<file path="config.mk">
export PLATFORM = sky130hd
export DESIGN_NAME = shll_seq
export DESIGN_NICKNAME = d
export VERILOG_FILES = /design/src/rtl/shll_seq.sv
export SDC_FILE = /design/constraint.sdc
export NUM_CORES = 1
export LEC_CHECK = 0
export ABC_AREA = 1
export ABC_CLOCK_PERIOD_IN_PS = 4300
export CAP_MARGIN = 5
export CELL_PAD_IN_SITES_DETAIL_PLACEMENT = 1
export CELL_PAD_IN_SITES_GLOBAL_PLACEMENT = 1
export CORE_ASPECT_RATIO = 0.6
export CORE_UTILIZATION = 35
export CTS_CLUSTER_DIAMETER = 30
export CTS_CLUSTER_SIZE = 28
export DETAILED_ROUTE_END_ITERATION = 10
export PLACE_DENSITY_LB_ADDON = 0.15
export SYNTH_ARGS = -nofsm -noshare
export SYNTH_HDL_FRONTEND = slang
export SYNTH_SLANG_ARGS = --single-unit
</file>
<file path="constraint.sdc">
create_clock -name clk -period 4.3 [get_ports clk]
set_input_delay 0.43 -clock clk [delete_from_list [all_inputs] [get_ports clk]]
set_output_delay 0.43 -clock clk [all_outputs]
set_load 0.03 [all_outputs]
</file>
<file path="src/rtl/shll_seq.sv">
// ---------------------------------------------------------------------------
// shll_seq -- multi-cycle 32-bit logical left shifter
//
// Shifts a captured operand left by a captured amount, at most STEP bits per
// clock. Amounts of 32 or more give zero. One operation at a time; start is
// ignored while an operation is in flight.
//
// Parameters
//   STEP     maximum bits shifted per SHIFT cycle (1, 2, 4 or 8)
//
// Ports
//   clk      clock, rising edge
//   rst      synchronous active-high reset
//   start    request a new shift (sampled only when idle)
//   input1   operand, captured when start is accepted
//   shift    unsigned shift amount, captured when start is accepted
//   shifted  registered result; updates only when an operation completes
//   busy     high whenever an operation is in flight (SHIFT or DONE)
//   done     one-cycle pulse marking a new result on shifted
// ---------------------------------------------------------------------------
module shll_seq #(
    parameter int STEP = 1
) (
    input  logic        clk,
    input  logic        rst,
    input  logic        start,
    input  logic [31:0] input1,
    input  logic [31:0] shift,
    output logic [31:0] shifted,
    output logic        busy,
    output logic        done
);

    localparam logic [1:0] S_IDLE  = 2'd0;
    localparam logic [1:0] S_SHIFT = 2'd1;
    localparam logic [1:0] S_DONE  = 2'd2;

    localparam logic [5:0] STEP_W = 6'(STEP);

    logic [1:0]  state_q,   state_d;
    logic [31:0] acc_q,     acc_d;
    logic [5:0]  rem_q,     rem_d;
    logic [31:0] shifted_q, shifted_d;

    logic [5:0]  eff;
    logic [5:0]  step_amt;

    // Any set bit above bit 4 means the amount is at least 32; saturate to 32
    // so the operand is fully shifted out.
    always_comb begin
        eff = (|shift[31:5]) ? 6'd32 : {1'b0, shift[4:0]};
    end

    always_comb begin
        step_amt = (rem_q < STEP_W) ? rem_q : STEP_W;
    end

    always_comb begin
        state_d   = state_q;
        acc_d     = acc_q;
        rem_d     = rem_q;
        shifted_d = shifted_q;
        case (state_q)
            S_IDLE: begin
                if (start) begin
                    acc_d = input1;
                    rem_d = eff;
                    if (eff == 6'd0) begin
                        // Zero-length shift completes immediately with the operand.
                        state_d   = S_DONE;
                        shifted_d = input1;
                    end else begin
                        state_d = S_SHIFT;
                    end
                end
            end
            S_SHIFT: begin
                acc_d = acc_q << step_amt;
                rem_d = rem_q - step_amt;
                if (rem_d == 6'd0) begin
                    state_d   = S_DONE;
                    shifted_d = acc_d;
                end
            end
            S_DONE: begin
                state_d = S_IDLE;
            end
            default: begin
                state_d = S_IDLE;
            end
        endcase
    end

    always_ff @(posedge clk) begin
        if (rst) begin
            state_q   <= S_IDLE;
            acc_q     <= '0;
            rem_q     <= '0;
            shifted_q <= '0;
        end else begin
            state_q   <= state_d;
            acc_q     <= acc_d;
            rem_q     <= rem_d;
            shifted_q <= shifted_d;
        end
    end

    assign shifted = shifted_q;
    assign busy    = (state_q != S_IDLE);
    assign done    = (state_q == S_DONE);

endmodule

</file>
* Word level (Yosys, flattened, before mapping)
Cells that the tools add are included. Widths: inputs -> output; s select.
Cells by class: add/sub/neg operators 1, $lt $le $gt $ge 1, eq/ne operators 5, shift operators 1, muxes and demuxes 14, reduce and logical (&&, ||, !) cells 9
Operators with widths (count):
- $mux 32 | 4
- $pmux 32 s2 | 2
- $shl 32x6->32 | 1
- $reduce_or 27->1 | 1
- $mux 6 | 3
- $logic_not 6->1 | 2
- $pmux 6 s2 | 1
- $lt 6x1->1 const B | 1
- $mux 2 | 3
- $ne 2x2->1 const B | 3
- $sub 6x6->6 | 1
- $pmux 2 s2 | 1
- $reduce_and 2->1 | 2
- $reduce_and 4->1 | 1
- $reduce_bool 2->1 | 2
- $eq 2x1->1 const B | 1
- $eq 2x2->1 const B | 1
- $logic_not 2->1 | 1
Storage, ports and cells: bits in registers 72

* Logic depth before layout (Yosys ltp)
depth after elaboration 6, mapped depth 17, depth with buffers taken out 15

* Least setup slack after synthesis
No wires, ideal clock.
path kind flip-flop to flip-flop, from reg rem_q[3], to reg shifted_q[0], in the netlist shifted[0], arrival 1.971 ns, required time 4.187 ns, setup slack 2.216 ns, stages on the path, launching flop included 14, buffers on the path 2, cells stage by stage dfxtp_1 -> nor2_2 -> nand3_4 -> nand2_1 -> ha_1 -> or2_1 -> nor2_1 -> nand2_1 -> o21bai_2 -> nand3_1 -> buf_6 -> buf_2 -> nor2_1 -> nor2_1
Between the ends: cells in the longest elaborated chain, start to end 6
RTL lines:
- start, declared | RTL line 42 | logic [5:0] rem_q, rem_d;
- start signal, assigned | RTL line 103 | rem_q <= rem_d;
- $lt 6x1->1 | RTL line 55 | step_amt = (rem_q < STEP_W) ? rem_q : STEP_W;
- $mux 6 | RTL line 55
- $sub 6x6->6 | RTL line 79 | rem_d = rem_q - step_amt;
- $logic_not 6->1 | RTL line 80 | if (rem_d == 6'd0) begin
- $ne 2x2->1 (no source line)
- $reduce_and 4->1 (no source line)
- end signal, assigned | RTL line 104 | shifted_q <= shifted_d;
- end, declared | RTL line 43 | logic [31:0] shifted_q, shifted_d;
Several ways; a longest one is shown, not always the timed one. The select of a mux whose other input is x is not followed. A chain may end at the register's enable or synchronous reset.

* Worst setup path in the final report
from reg rem_q[3], to reg shifted_q[29], in the netlist shifted[29]
The elaborated chain is that of the path after synthesis.

==> results.md <==
* Leakage power total at about 2.5 nW
* Placer Congestion at 0.798
* Hold WC Path Type: reg2reg
* Worst-case clock buffer depth at 2
* Fin crit period at 2.89 ns
* Commonest cells in the netlist: nor2_1 (179), nand2_1 (130), inv_1 (96)
* Synth top area cells: dfxtp_1 (38%), nor2_1 (18%), nand2_1 (13%)
* Antenna violations before repair at 0
* Max Slew Vio Count at 0
* Critical path startpoint category: flop
* Post-Syn Area per Cell at between 5 and 6 µm²
* Global-route wire length before repair at around 20000 µm
* Synth Cell Area at between 3000 and 4000 µm²
* Clock root buffer: clkbuf_16
* CTS Buf Count at 9
* MaxCap Viol Count at 0
* Finish-stage setup viols at 0
* Syn_nets at 711
* Detailed placer's ending HPWL at around 8400 µm
* YS warnings at 0
* Slew HR at 0.201
* DRC at 0
* Fmax at approximately 350 MHz
* Netlist cell types at 28
* DIE WIDTH at 137 µm
* Most common cell in the netlist: nor2_1
* NumNets Final at 793
* Clock Latency Late Sink at between 0.3 and 0.4 ns
* Total GRT Usage at 0.230
* Vias in the first global route at around 4300
* Status: completed
* Setup Total Neg Slack at 0 ns
* Largest net degree at the start of global routing at 41
* WP data arrival at between 3 and 4 ns
* Global route hottest layer: met2
* Standard-cell rows at 29
* Routing usage on met1 at 0.310
* Most common flop cell mapped by yosys: dfxtp_1
* Postcts setup bufs at 0
* Final Cycle Share at 0.672
* Hold buffers post-CTS at 0
* CTS tree: done
* Total power at 0.00246 W
* Finished Core Util at 0.486
* Final Hold Fails at 0
* Unrepaired setup endpoints after global routing: false
* Yosys top cell area share at 0.375
* Grt ovf at 0
* CP Class: reg2reg
* Core ar. at about 11000 µm²
* Post-synthesis async set-or-reset flop share at 0
* Clock-pin slew on the worst setup and hold paths at ~0.06 ns
* Routed Wire Length at about 13000 µm
* Mapped Cells at between 600 and 700
* Vias at roughly 4200
* Max rail drop VDD at between 0.0002 and 0.0003 V
* Iteration count of the initial detailed-routing pass at 4
* Share of cells above drive strength 1 at 0.0412
* Worst endpoint required time at between 4 and 5 ns
* CP max FO at 37
* Sequential area share after synthesis at 0.375
* Setup Skew at approximately 0.0034 ns
* Area grow syn2layout at 34.6%
* Initial drt markers at ~180
* Final ANT Viol Nets at 0
* Number of synthesized flops with an enable pin at 0
* Die ar. at 11400 µm²
* Yosys top cell by area: dfxtp_1
* Die H at between 80 and 90 µm
* Global Route met2 Usage at 0.384
* Slew @ Worst Pin at 1.20 ns
* Post-synthesis register bit count at between 70 and 80
* CP endpoint kind: flop
* Number of diodes at 0
* H-tree Lvls at 3
* # clock sinks at between 70 and 80
* Power per cell area at approximately 480 nW/µm²
* Initial Util at 0.361
* GR met3 Demand/Resource at 0.0440
* CTS resizes at 0
* Wire per inst at around 14 µm
* Port Buf Inserts at 100
* Via-per-instance ratio at 4.80
* # IOs at slightly above 100
[worst paths after layout]
kind / slack, ns / cells past startpoint / startpoint / end
worst max register to register: 1.41 / 13 / rem_q[3] / shifted[29]
worst min-delay path: 0.51 / 4 / shifted[12] / shifted[12]
worst max-delay path: 1.41 / 13 / rem_q[3] / shifted[29]
worst min register to register: 0.51 / 4 / shifted[12] / shifted[12]
[cells by family after synthesis]
group / Yosys count / share of synthesized area
compound gates: 108 / 0.146
fa+ha+maj: 1 / 0.00326
flops: 72 / 0.375
simple gates: 329 / 0.336
buf+inv: 133 / 0.139
[cell usage in the layout, fill, tap and decap left out, drive strengths merged, types with 2 or more instances in the layout]
cell type,instances
a21oi,68
a31oi,2
and2,2
buf,6
clkbuf,12
clkdlybuf4s50,99
clkinv,2
dfxtp,72
inv,99
nand2,130
nand3,8
nand4,3
nor2,181
nor3,2
o211ai,2
o21ai,33
or2,2
[sequential cells by signal (all words and copies together) (netlist names)]
name / cells
rem_q: 6
acc_q: 32
state_q: 2
shifted: 32
[layout make-up]
cell class	instances	area, µm²
timing repair buffer	105	1030
clock inverter	3	17.5
inverter	99	372
clock buffer	12	256
tap	139	174
multi-input combinational	438	1870
sequential	72	1440
fill	1418	5470
[worst max-delay path: stages, from the launching register on]
cell	delay (ns)
dfxtp_1	0.38
nor2_2	0.22
nand3_4	0.41
nand2_1	0.24
ha_1	0.26
or2_1	0.21
nor2_1	0.10
nand2_1	0.09
o21bai_2	0.20
nand3_2	0.10
buf_4	0.28
nand2_1	0.10
nand2_1	0.05
nor2_1	0.15
[power by group]
group          internal, W  switching (W)  total [W]
registers         0.000775      0.0000793   0.000854
logic             0.000316       0.000599   0.000915
clock network     0.000417       0.000279   0.000695
total              0.00151       0.000957    0.00246
[metrics by stage]
step                      area (µm²)  setup WS, ns  hold slack, ns  instances
after floorplan                 3840          2.22           0.477        643
after global placement          4890          1.58           0.498        853
after detailed placement        4890          1.45           0.506        853
after CTS                       5170          1.39           0.515        868
after global routing            5170          1.14           0.551        868
final                           5170          1.41           0.514        868
[layer usage]
metal  part of all wire  wire (µm)
met5                  0          0
met4             0.0076         95
met3              0.032        396
met2               0.47       5900
met1               0.49       6160
Power figures use the tool's default switching activity.
